--- src/rtl/tdc_reg_write.sv ---
// TDC configuration-register writer: sequences CSN/WRN (and optional RDN readback) for one register write.
// Latency: CSN falls on the second clk edge counting the edge that first samples write high; all outputs registered.
// Backpressure: none; a request arriving while busy (including the done cycle) is dropped and flagged on wr_drop.
//
// Ports: clk, reset_n (async active-low); write/addr_in/data_in request side; data_rd TDC readback bus;
//        addr_out/data_out/data_oe/CSN/WRN/RDN TDC bus side; busy/done/wr_drop/verify_err status.
// Optional feature macro: TDC_WR_VERIFY_EN adds a readback of the written address after the write frame.
module tdc_reg_write #(
    parameter int T_SETUP   = 1,
    parameter int T_PULSE   = 2,
    parameter int T_HOLD    = 1,
    parameter int T_RECOVER = 2
) (
    input  logic        clk,
    input  logic        reset_n,
    input  logic        write,
    input  logic [3:0]  addr_in,
    input  logic [27:0] data_in,
    input  logic [27:0] data_rd,
    output logic [3:0]  addr_out,
    output logic [27:0] data_out,
    output logic        data_oe,
    output logic        CSN,
    output logic        WRN,
    output logic        RDN,
    output logic        busy,
    output logic        done,
    output logic        wr_drop,
    output logic        verify_err
);

    // Counter reload values: a phase of N cycles loads N-1; zero-length phases are stretched to one cycle.
    localparam logic [3:0] SETUP_LD   = (T_SETUP   < 1) ? 4'd0 : 4'(T_SETUP   - 1);
    localparam logic [3:0] PULSE_LD   = (T_PULSE   < 1) ? 4'd0 : 4'(T_PULSE   - 1);
    localparam logic [3:0] HOLD_LD    = (T_HOLD    < 1) ? 4'd0 : 4'(T_HOLD    - 1);
    localparam logic [3:0] RECOVER_LD = (T_RECOVER < 1) ? 4'd0 : 4'(T_RECOVER - 1);

    typedef enum logic [2:0] {
        S_IDLE, S_SETUP, S_STROBE, S_HOLD, S_RECOVER,
        S_RD_SETUP, S_RD_STROBE, S_RD_RECOVER
    } state_t;

    state_t      state, state_nxt;
    logic [3:0]  cnt, cnt_nxt;
    logic        wr_r1, wr_r2;
    logic        req_edge;
    logic        accept, drop, finish;
    logic [3:0]  lat_addr, lat_addr_nxt;
    logic [27:0] lat_data, lat_data_nxt;
    logic        csn_d, wrn_d, oe_d, busy_d;
    logic [3:0]  addr_d;
    logic [27:0] data_d;
    logic        cnt_zero;

    assign req_edge = wr_r1 & ~wr_r2;
    assign cnt_zero = (cnt == 4'd0);

`ifdef TDC_WR_VERIFY_EN
    logic sample;
    logic mismatch;
    logic rdn_d;
`endif

    always_comb begin
        state_nxt    = state;
        cnt_nxt      = cnt - 4'd1;
        accept       = 1'b0;
        drop         = 1'b0;
        finish       = 1'b0;
`ifdef TDC_WR_VERIFY_EN
        sample       = 1'b0;
`endif
        case (state)
            S_IDLE: begin
                cnt_nxt = cnt;
                // The done cycle is still part of the access, so a request landing there is refused.
                if (req_edge) begin
                    if (done) begin
                        drop = 1'b1;
                    end else begin
                        accept    = 1'b1;
                        state_nxt = S_SETUP;
                        cnt_nxt   = SETUP_LD;
                    end
                end
            end
            S_SETUP: if (cnt_zero) begin
                state_nxt = S_STROBE;
                cnt_nxt   = PULSE_LD;
            end
            S_STROBE: if (cnt_zero) begin
                state_nxt = S_HOLD;
                cnt_nxt   = HOLD_LD;
            end
            S_HOLD: if (cnt_zero) begin
                state_nxt = S_RECOVER;
                cnt_nxt   = RECOVER_LD;
            end
            S_RECOVER: if (cnt_zero) begin
`ifdef TDC_WR_VERIFY_EN
                state_nxt = S_RD_SETUP;
                cnt_nxt   = SETUP_LD;
`else
                state_nxt = S_IDLE;
                finish    = 1'b1;
`endif
            end
`ifdef TDC_WR_VERIFY_EN
            S_RD_SETUP: if (cnt_zero) begin
                state_nxt = S_RD_STROBE;
                cnt_nxt   = PULSE_LD;
            end
            S_RD_STROBE: if (cnt_zero) begin
                state_nxt = S_RD_RECOVER;
                cnt_nxt   = RECOVER_LD;
                sample    = 1'b1;
            end
            S_RD_RECOVER: if (cnt_zero) begin
                state_nxt = S_IDLE;
                finish    = 1'b1;
            end
`endif
            default: begin
                state_nxt = S_IDLE;
                cnt_nxt   = 4'd0;
            end
        endcase
        if (state != S_IDLE && req_edge) begin
            drop = 1'b1;
        end
    end

    // Bus outputs are decoded from the next state so the registered strobes line up with the state register.
    always_comb begin
        lat_addr_nxt = accept ? addr_in : lat_addr;
        lat_data_nxt = accept ? data_in : lat_data;
        csn_d  = 1'b1;
        wrn_d  = 1'b1;
        oe_d   = 1'b0;
        busy_d = 1'b1;
`ifdef TDC_WR_VERIFY_EN
        rdn_d  = 1'b1;
`endif
        case (state_nxt)
            S_IDLE:   busy_d = 1'b0;
            S_SETUP,
            S_HOLD: begin
                csn_d = 1'b0;
                oe_d  = 1'b1;
            end
            S_STROBE: begin
                csn_d = 1'b0;
                wrn_d = 1'b0;
                oe_d  = 1'b1;
            end
            S_RD_SETUP: csn_d = 1'b0;
            S_RD_STROBE: begin
                csn_d = 1'b0;
`ifdef TDC_WR_VERIFY_EN
                rdn_d = 1'b0;
`endif
            end
            default: ;
        endcase
        addr_d = (state_nxt == S_IDLE) ? 4'd0  : lat_addr_nxt;
        data_d = (state_nxt == S_IDLE) ? 28'd0 : lat_data_nxt;
    end

    always_ff @(posedge clk or negedge reset_n) begin
        if (!reset_n) begin
            state    <= S_IDLE;
            cnt      <= 4'd0;
            wr_r1    <= 1'b0;
            wr_r2    <= 1'b0;
            lat_addr <= 4'd0;
            lat_data <= 28'd0;
            addr_out <= 4'd0;
            data_out <= 28'd0;
            data_oe  <= 1'b0;
            CSN      <= 1'b1;
            WRN      <= 1'b1;
            busy     <= 1'b0;
            done     <= 1'b0;
            wr_drop  <= 1'b0;
        end else begin
            state    <= state_nxt;
            cnt      <= cnt_nxt;
            wr_r1    <= write;
            wr_r2    <= wr_r1;
            lat_addr <= lat_addr_nxt;
            lat_data <= lat_data_nxt;
            addr_out <= addr_d;
            data_out <= data_d;
            data_oe  <= oe_d;
            CSN      <= csn_d;
            WRN      <= wrn_d;
            busy     <= busy_d;
            done     <= finish;
            wr_drop  <= drop;
        end
    end

`ifdef TDC_WR_VERIFY_EN
    // Readback result is held internally and only exposed when the access completes.
    always_ff @(posedge clk or negedge reset_n) begin
        if (!reset_n) begin
            RDN        <= 1'b1;
            mismatch   <= 1'b0;
            verify_err <= 1'b0;
        end else begin
            RDN <= rdn_d;
            if (accept) begin
                mismatch   <= 1'b0;
                verify_err <= 1'b0;
            end else begin
                if (sample) begin
                    mismatch <= (data_rd != lat_data);
                end
                if (finish) begin
                    verify_err <= mismatch;
                end
            end
        end
    end
`else
    logic unused_rd;
    assign unused_rd  = ^data_rd;
    assign RDN        = 1'b1;
    assign verify_err = 1'b0;
`endif

endmodule
--- config.mk ---
export PLATFORM = sky130hd
export DESIGN_NAME = tdc_reg_write
export DESIGN_NICKNAME = d
export VERILOG_FILES = /design/src/rtl/tdc_reg_write.sv
export SDC_FILE = /design/constraint.sdc
export NUM_CORES = 1
export LEC_CHECK = 0
export ABC_AREA = 1
export CORE_UTILIZATION = 45
export DETAILED_ROUTE_END_ITERATION = 7
export HOLD_SLACK_MARGIN = 0.06
export PLACE_DENSITY = 0.79
export SYNTH_ARGS = -nofsm -noshare
export SYNTH_HDL_FRONTEND = slang
export SYNTH_SLANG_ARGS = --single-unit
export TNS_END_PERCENT = 30
--- constraint.sdc ---
create_clock -name clk -period 4.6 [get_ports clk]
set_clock_uncertainty 0.05 [all_clocks]
set_input_delay 0.92 -clock clk [delete_from_list [all_inputs] [get_ports clk]]
set_output_delay 0.92 -clock clk [all_outputs]
set_load 0.01 [all_outputs]
==> key figures <==
Floorplan
  • Die X: about 84 µm
  • Rows: 29
  • DIE AREA: just over 7000 µm²
  • Placeable Area: roughly 6400 µm²
  • Initial Utilization: ~47%
  • IO Count: approximately 100
  • Die H: 83.9 µm

Route
  • Initial DRC Count: 104
  • Final wirelength: roughly 5400 µm
  • Routed Antenna Nets: 0
  • Post-route DRC violation count: 18
  • WL per Instance: roughly 11 µm
  • Drt pass-1 iters: 7
  • Routed vias/inst: 4.57
  • Vias post-DR: ~2100

Worst setup path
  • Worst path max stage delay: roughly 0.53 ns
  • Critical Path Fanout Max: 1
  • Reg-to-reg setup timing slack: roughly 2.5 ns
  • WP buf/inv: 1
  • Worst setup path class: reg2out
  • WP data arrival: 1.37 ns
  • Worst setup EP type: output port
  • Startpoint Class: flip-flop
  • Reg2reg end: data_out[8]
  • Cell breakdown of the critical path: clkdlybuf4s50_1
  • Worst R2R Start: state[0]
  • Kind of cell adding the most delay to the critical path: buffers and inverters
  • Worst path slowest cell: clkdlybuf4s50_1
  • Critical path data required time: around 3.6 ns
  • R2r worst-path depth: 8

Synthesis
  • Netlist cell types: 23
  • Post-Syn Area: slightly above 3000 µm²
  • Post-synthesis sequential area ratio: around two thirds
  • Gate Count Post-Synth: between 300 and 400
  • Seq cells post-synth: 79
  • Syn Area/Cell: a little under 10 µm²
  • Syn. warnings: 0
  • Syn Nets: between 300 and 400

Power and ir drop
  • Worst IR drop on VDD: slightly below 800 µV
  • Total power: between 2 and 3 mW
  • LEAKAGE: between 2 and 2.5 nW
  • Pwr Density: 671 nW/µm²

Timing
  • Max frequency: 0.427 GHz
  • Final setup fails: 0
  • Hold Violations, Final: 0
  • Final Critical Period: 2.34 ns
  • Post-route setup slack: 2.26 ns
  • Worst rel slew slack: a little over a third
  • Fin. max-slew vios: 0
  • Least-Margin Pin Slew: 0.960 ns
  • Tcrit/Tclk final: roughly half
  • RSZ-0062 raised after global routing: no
  • Post-Route Setup TNS: 0 ns

Cells and area
  • Final net count: 449
  • Area of the multi-input gates: around 760 µm²
  • FF+latch area: about 2000 µm²
  • Antenna diode count: 0
  • Fill count: 547
  • Final Instance Area: roughly 3900 µm²
  • Area Growth Syn to Fin: 30.4%
  • Layout cell share with drive strength beyond 1: roughly 6.4%
  • Post-layout util: between 60% and 70%

Outcome
  • Outcome: complete, but fails checks
  • Failing checks: design-rule violations

Clock tree
  • Clock tree buffer depth: 2
  • Clk slew on worst S/H paths: about 0.08 ns
  • Setup Buffers After CTS: 0
  • H-Tree Level Count: 3
  • Num CTS Buffers: 9
  • # hold bufs at CTS: 0
  • Cts repair resizes: 0
  • Clock root cell: clkbuf_8
  • Clk_lat worst skew: between 0.3 and 0.4 ns
  • CTS sink cnt: 79
  • TritonCTS clock tree: built

Run
  • Max-cap violations: 0

Min path
  • Worst Hold Class: reg2reg
  • Hold Path Sink: wr_r2
  • Hold path cells: 0
  • Hold Crit Start: wr_r1

GRT
  • Grt ovf: 0
  • Grt met2 use: approximately 28%
  • Total global-route track usage: roughly 17%
  • Met1 usage: 21.8%
  • First-pass GRT wire length: 9570 µm
  • Initial antenna violation count: 0
  • Largest net degree at the start of global routing: 80
  • Vias in the first global route: approximately 2100
  • Gr busiest metal: met2
  • Met3 Track Usage GR: under 10%

Place
  • Pre-CTS WS: about 2.4 ns
  • Placer congestion estimate: just over 0.8
  • DP Area: about 3700 µm²
  • DP HPWL: ~3400 µm
  • IO buf count: 72
[placed cells by master, fill, tap and decap left out, drive strengths merged, types with 3 or more instances in the layout]
cell             n
nand3            4
clkbuf          12
clkdlybuf4s50   71
dfrtp           77
nand2          145
inv             47
a21oi            3
nor2            11
[how the worst max path moves through the flow]
stage / from / end / cells past startpoint
after detailed placement: state[0] / data_out[8] / 8
after CTS: WRN / WRN / 1
after global routing: wr_r2 / data_out[18] / 10
after floorplan: CSN / CSN / 0
after global placement: state[0] / addr_out[0] / 8
final: WRN / WRN / 1
[power breakdown]
part | switching [mW] | internal [mW]
Clock | 0.242 | 0.282
Sequential | 0.0910 | 0.983
Combinational | 0.614 | 0.427
Total | 0.947 | 1.69
[registers in the layout (all words and copies together) (netlist names)]
signal,count
data_out,28
lat_data,28
addr_out,4
cnt,4
lat_addr,4
state,3
CSN,1
WRN,1
busy,1
data_oe,1
done,1
wr_drop,1
wr_r1,1
wr_r2,1
[cells by family (layout without fill, tap and decap cells)]
logic type / count (synthesis) / in the layout / share of synthesized area (%)
and+or+nand+nor: 163 / 163 / 22.2
DFF: 79 / 79 / 65.6
buffers and inverters: 58 / 135 / 9.33
AOI/OAI and AO/OA: 7 / 7 / 1.45
adders and majority gates: 2 / 2 / 0.829
other: 2 / 2 / 0.249
xor gates and xnor gates: 1 / 1 / 0.290
[routing by layer]
layer,part of all wire [%],up-vias,wire [µm]
met5,0,-,0
met4,1.7,0,90
met3,5.5,9,293
met2,48,59,2560
met1,45,1013,2410
li1,-,1049,-
[metrics by stage]
step / cells / hold slack, ns
global route: 466 / 0.349
detailed placement: 450 / 0.324
finish: 466 / 0.333
floorplan: 312 / 0.304
CTS: 466 / 0.338
global placement: 450 / 0.311
[cell usage after synthesis]
cell type  number  area share [%]
nor3_1          2            0.33
nand4_1         1            0.21
nand3_1         3            0.50
nand3_4         1            0.58
nor2_1          7            0.87
o22ai_1         2            0.41
inv_2           1            0.12
ha_1            2            0.83
nand2_1       144              18
a21oi_1         3            0.50
conb_1          2            0.25
buf_4           5             1.2
inv_1          46             5.7
buf_6           6             2.2
dfrtp_1        77              64
dfstp_2         2             1.7
o221ai_1        1            0.29
nor2_8          1            0.66
nor2_4          2            0.75
o21bai_1        1            0.25
nand2_2         1            0.21
xor2_1          1            0.29
nor2_2          1            0.21
[cell type report]
| class | count | share of cell area, % |
|---|---|---|
| multi-input cells | 175 | 19.2 |
| inverters | 47 | 4.48 |
| well taps | 77 | 2.45 |
| clock buffers | 12 | 3.94 |
| clock inverters | 4 | 1.37 |
| flip-flops and latches | 79 | 50.3 |
| repair buffers | 72 | 18.3 |
Power figures use the tool's default switching activity.
==> variant 1, RTL diff (config.mk and constraints unchanged) <==
Re-encode `state_t` (8 states) as one-hot, 8 bits wide.
--- a/src/rtl/tdc_reg_write.sv
+++ b/src/rtl/tdc_reg_write.sv
@@ -35,9 +35,9 @@
     localparam logic [3:0] HOLD_LD    = (T_HOLD    < 1) ? 4'd0 : 4'(T_HOLD    - 1);
     localparam logic [3:0] RECOVER_LD = (T_RECOVER < 1) ? 4'd0 : 4'(T_RECOVER - 1);
 
-    typedef enum logic [2:0] {
-        S_IDLE, S_SETUP, S_STROBE, S_HOLD, S_RECOVER,
-        S_RD_SETUP, S_RD_STROBE, S_RD_RECOVER
+    typedef enum logic [7:0] {
+        S_IDLE = 8'b00000001, S_SETUP = 8'b00000010, S_STROBE = 8'b00000100, S_HOLD = 8'b00001000, S_RECOVER = 8'b00010000,
+        S_RD_SETUP = 8'b00100000, S_RD_STROBE = 8'b01000000, S_RD_RECOVER = 8'b10000000
     } state_t;
 
     state_t      state, state_nxt;
Function: no difference found for any inputs over 10 cycles, from zero or initial values and one cycle with reset_n low; not proved beyond that.
==> variant 1 against the unedited design <==
- routed wire length increased by 10%
- final area increased by 9.8%
- die area increased by 12%
- via count increased by 11%
- worst setup slack got worse by 27 ps
- sequential cell count increased by 5
- critical path depth unchanged
- synthesized area increased by 12%
- largest cell class unchanged
Power is not compared: it rests on default switching activity, and its combinational part moved more than twofold at a synthesized area within 25%.
==> variant 1: results <==
<?xml version="1.0" encoding="UTF-8"?>
<metrics>
  <group name="sta">
    <metric name="fin_worst_hold_slack" unit="ps">327</metric>
    <metric name="slew_headroom" unit="%">32.5</metric>
    <metric name="final.setup.worst_slack" unit="ps">2230</metric>
  </group>
  <group name="finish">
    <metric name="final_layout_size_suffix_gt1_share" unit="%">8.33</metric>
    <metric name="finalNetCount" unit="">504</metric>
    <metric name="final_cell_count_no_fill" unit="">543</metric>
    <metric name="n_fill_cell" unit="">623</metric>
    <metric name="largestRegisters" unit="">data_out (28), lat_data (28), state (8)</metric>
  </group>
  <group name="clocking">
    <metric name="ctsRootBufferMaster" unit="">sky130_fd_sc_hd__clkbuf_8</metric>
    <metric name="clock_latency" unit="ps">350</metric>
  </group>
  <group name="global_route">
    <metric name="first_pass_grt_wire_length" unit="µm">10000</metric>
    <metric name="largest_net_degree_at_the_start_of_global_routing" unit="">85</metric>
    <metric name="antenna_found_initial" unit="">0</metric>
    <metric name="grt.total_usage" unit="%">16.9</metric>
    <metric name="grt_pass1_vias" unit="">2332</metric>
  </group>
  <group name="route">
    <metric name="detailedRoute.firstPassIterationCount" unit="">4</metric>
    <metric name="via_cell_ratio" unit="">4.36</metric>
    <metric name="wl_per_cell" unit="µm">10.9</metric>
    <metric name="drt_iter0_markers" unit="">96</metric>
  </group>
  <group name="worst_setup_path">
    <metric name="internal_reg_to_reg_setup_slack" unit="ps">2370</metric>
    <metric name="path_max_fanout" unit="">1</metric>
  </group>
  <group name="logic_synthesis">
    <metric name="yosys.area_share.xor_xnor" unit="%">0.518</metric>
    <metric name="synthAdderAreaFrac" unit="%">0.740</metric>
    <metric name="post_synthesis_compound_gate_area_fraction" unit="%">5.37</metric>
    <metric name="synth.yosys.seq_area_share" unit="%">62.3</metric>
    <metric name="netlist-cell-type-count" unit="">24</metric>
    <metric name="synth.cells.most_frequent" unit="">sky130_fd_sc_hd__inv_1, sky130_fd_sc_hd__dfrtp_1, sky130_fd_sc_hd__nand2_1</metric>
  </group>
  <group name="run_status">
    <metric name="run_status" unit="">finished clean</metric>
  </group>
  <group name="placed_design">
    <metric name="dp_worst_setup_slack" unit="ps">2330</metric>
    <metric name="placed_cell_area" unit="µm²">4110</metric>
    <metric name="gp_routability_congestion" unit="">0.839</metric>
    <metric name="dp.cells" unit="">527</metric>
  </group>
  <group name="pwr">
    <metric name="finalPower" unit="mW">1.63</metric>
  </group>
</metrics>
==> variant 1: cell count changes after synthesis, moves of 3 or more <==
cell / unedited run / this run
sky130_fd_sc_hd__nor2_1: 7 / 52
sky130_fd_sc_hd__buf_4: 5 / 2
sky130_fd_sc_hd__inv_1: 46 / 82
sky130_fd_sc_hd__o21ai_1: 0 / 30
sky130_fd_sc_hd__dfrtp_1: 77 / 81
sky130_fd_sc_hd__nand3_1: 3 / 9
sky130_fd_sc_hd__buf_6: 6 / 9
sky130_fd_sc_hd__nor2_2: 1 / 6
sky130_fd_sc_hd__nand2_1: 144 / 67
sky130_fd_sc_hd__a21oi_1: 3 / 0
sky130_fd_sc_hd__o21ai_2: 0 / 3
==> variant 1: cell type report <==
type                            count  area, µm²  share of cell area [%]
Sequential cell                    84       2110                    48.7
Tap cell                           99        124                    2.87
Inverter                           85        319                    7.38
Multi-Input combinational cell    186        840                    19.4
Clock inverter                      7       82.6                    1.91
Clock buffer                        9        124                    2.87
Timing Repair Buffer               73        726                    16.8
==> variant 1: path summary, 6_finish.rpt <==
path                           from      endpoint  cells after the start
max                             WRN           WRN                      1
max reg2reg                state[0]  data_out[11]                      6
max in group asynchronous   reset_n      state[2]                      1
min in group asynchronous   reset_n   lat_data[5]                      1
min                           wr_r1         wr_r2                      0
min reg2reg                   wr_r1         wr_r2                      0
==> variant 1: cells by family after synthesis <==
family | after synthesis
other | 2
flip-flops | 84
AO/OA/AOI/OAI | 34
AND/OR/NAND/NOR | 143
adder cells (fa/ha/maj) | 2
XOR/XNOR | 2
buffers and inverters | 98
==> variant 1: routing by layer <==
layer	up-vias	GRT usage (%)	share of wire (%)	wire length, µm
li1	1212	-	-	-
met3	8	5.13	6.4	378
met4	0	5.72	1.2	69
met2	66	28.9	47	2770
met5	-	0	0	0
met1	1080	20.3	46	2690
==> variant 2, RTL diff (same settings) <==
Made on the original files. Add a define of `TDC_WR_VERIFY_EN`.
--- a/src/rtl/tdc_reg_write.sv
+++ b/src/rtl/tdc_reg_write.sv
@@ -5,6 +5,8 @@
 // Ports: clk, reset_n (async active-low); write/addr_in/data_in request side; data_rd TDC readback bus;
 //        addr_out/data_out/data_oe/CSN/WRN/RDN TDC bus side; busy/done/wr_drop/verify_err status.
 // Optional feature macro: TDC_WR_VERIFY_EN adds a readback of the written address after the write frame.
+`define TDC_WR_VERIFY_EN
+
 module tdc_reg_write #(
     parameter int T_SETUP   = 1,
     parameter int T_PULSE   = 2,
Check against the original RTL: not equivalent (a bounded check fails within 10 cycles, from zero or initial values and one cycle with reset_n low).
==> variant 2 against the unedited design <==
- synthesized cell count up 44%
- final area up 28%
- sequential cell count up 3
- routed wire length up 45%
- utilization up 0.27 points
- worst setup slack worse by 200 ps
- sequential power up 16%
- largest power group is now combinational logic
- sequential share of layout area down 9.4 points
- total power up 24%
- synthesized area up 25%
==> variant 2: results <==
<?xml version="1.0" encoding="UTF-8"?>
<metrics>
  <group name="pwr">
    <metric name="p_leak" unit="nW">2.62</metric>
    <metric name="worst_ir_drop_vdd" unit="mV">0.269</metric>
  </group>
  <group name="worst_setup_path">
    <metric name="worstRegToRegCells" unit="">7</metric>
    <metric name="critical_path.reg2reg.endpoint" unit="">data_out[13]</metric>
    <metric name="cell_class_contributing_the_biggest_share_of_worst_path_delay" unit="">simple AND/OR/NAND/NOR gates</metric>
    <metric name="internal_reg_to_reg_setup_slack" unit="ps">2050</metric>
    <metric name="critical_path.reg2reg.startpoint" unit="">state[2]</metric>
    <metric name="path_max_fanout" unit="">62</metric>
    <metric name="cp_data_arrival_time" unit="ps">2690</metric>
    <metric name="crit_path_top_delay_cell" unit="">sky130_fd_sc_hd__nor2_4</metric>
    <metric name="critPathMaxStageDelay" unit="ps">790</metric>
  </group>
  <group name="placed_design">
    <metric name="gp_routability_congestion" unit="">0.809</metric>
    <metric name="hpwlAfterDp" unit="µm">5470</metric>
    <metric name="dp.cells" unit="">647</metric>
    <metric name="numPortBuffers" unit="">102</metric>
  </group>
  <group name="clocking">
    <metric name="clock_latency" unit="ps">350</metric>
  </group>
  <group name="logic_synthesis">
    <metric name="synthesis.nets" unit="">513</metric>
    <metric name="netlist-cell-type-count" unit="">27</metric>
    <metric name="synth.cells.most_frequent" unit="">sky130_fd_sc_hd__nand2_1, sky130_fd_sc_hd__inv_1, sky130_fd_sc_hd__dfrtp_1</metric>
    <metric name="synth_area_leaders" unit="">sky130_fd_sc_hd__dfrtp_1, sky130_fd_sc_hd__nand2_1, sky130_fd_sc_hd__inv_1, sky130_fd_sc_hd__nor2_1, sky130_fd_sc_hd__o21ai_2</metric>
    <metric name="syn-instance-count" unit="">449</metric>
  </group>
  <group name="route">
    <metric name="via_count" unit="">2980</metric>
    <metric name="detailedRoute.firstPassIterationCount" unit="">4</metric>
    <metric name="via_cell_ratio" unit="">4.49</metric>
    <metric name="drt_iter0_markers" unit="">120</metric>
    <metric name="wl_per_cell" unit="µm">11.7</metric>
  </group>
  <group name="finish">
    <metric name="final_layout_size_suffix_gt1_share" unit="%">11.5</metric>
    <metric name="finalNetCount" unit="">617</metric>
  </group>
  <group name="run_status">
    <metric name="run_status" unit="">finished clean</metric>
  </group>
  <group name="global_route">
    <metric name="first_pass_grt_wire_length" unit="µm">12600</metric>
    <metric name="largest_net_degree_at_the_start_of_global_routing" unit="">83</metric>
    <metric name="grt.total_usage" unit="%">18.9</metric>
  </group>
</metrics>
==> variant 2: changes by cell type in the layout (fill, tap and decap cells not counted), sizes merged, moves of 2 or more <==
cell,change
o22ai,-2
clkdlybuf4s50,+30
dfrtp,+2
a21oi,-2
or2,+6
conb,-2
nand2,-15
inv,+56
nor2,+51
o21ai,+42
==> variant 2: logic make-up (layout without fill, tap and decap cells) <==
logic type / count (synthesis) / count (layout) / share of synthesized area [%]
and+or+nand+nor: 207 / 207 / 24.2
buffers and inverters: 112 / 221 / 13.0
DFF: 82 / 82 / 54.6
AOI/OAI and AO/OA: 45 / 45 / 7.44
xor gates and xnor gates: 2 / 2 / 0.465
adders and majority gates: 1 / 1 / 0.332
==> variant 2: metrics by stage <==
| step | hold WS [ps] | total power [mW] |
|---|---|---|
| floorplan | 304 | 2.18 |
| global placement | 308 | 2.69 |
| detailed placement | 315 | 2.74 |
| CTS | 341 | 3.30 |
| global route | 339 | 3.54 |
| finish | 330 | 3.26 |
==> variant 2: routing by layer <==
layer / share of wire [%] / vias to the layer above / global-route usage (%)
met5: 0 / - / 0
met1: 44 / 1375 / 23.1
met4: 1.3 / 0 / 6.67
met2: 49 / 78 / 32.8
met3: 5.4 / 11 / 4.39
li1: - / 1516 / -
==> variant 2: where the power goes <==
group          switching [mW]  internal, mW  leakage (nW)  total [mW]
registers               0.159          1.08         0.948        1.24
logic                   0.783         0.687          1.57        1.47
clock network           0.256         0.297         0.106       0.552
==> variant 2: area by class of cell <==
type	count	area [µm²]	share of cell area, %
multi-input cells	255	1220	24.3
clock inverters	3	46.3	0.920
flip-flops and latches	82	2060	40.9
well taps	105	131	2.61
clock buffers	13	169	3.36
inverters	103	389	7.73
repair buffers	102	1020	20.2
==> variant 2: how the worst max path moves through the flow <==
stage	depth (start not counted)	from	slack, ps	to
detailed placement	7	state[2]	2060	addr_out[0]
finish	7	state[2]	2050	data_out[13]
CTS	7	state[2]	2010	data_out[2]
global placement	7	state[2]	2120	data_out[27]
global route	7	state[2]	1820	data_out[8]
floorplan	11	cnt[0]	3000	data_out[18]
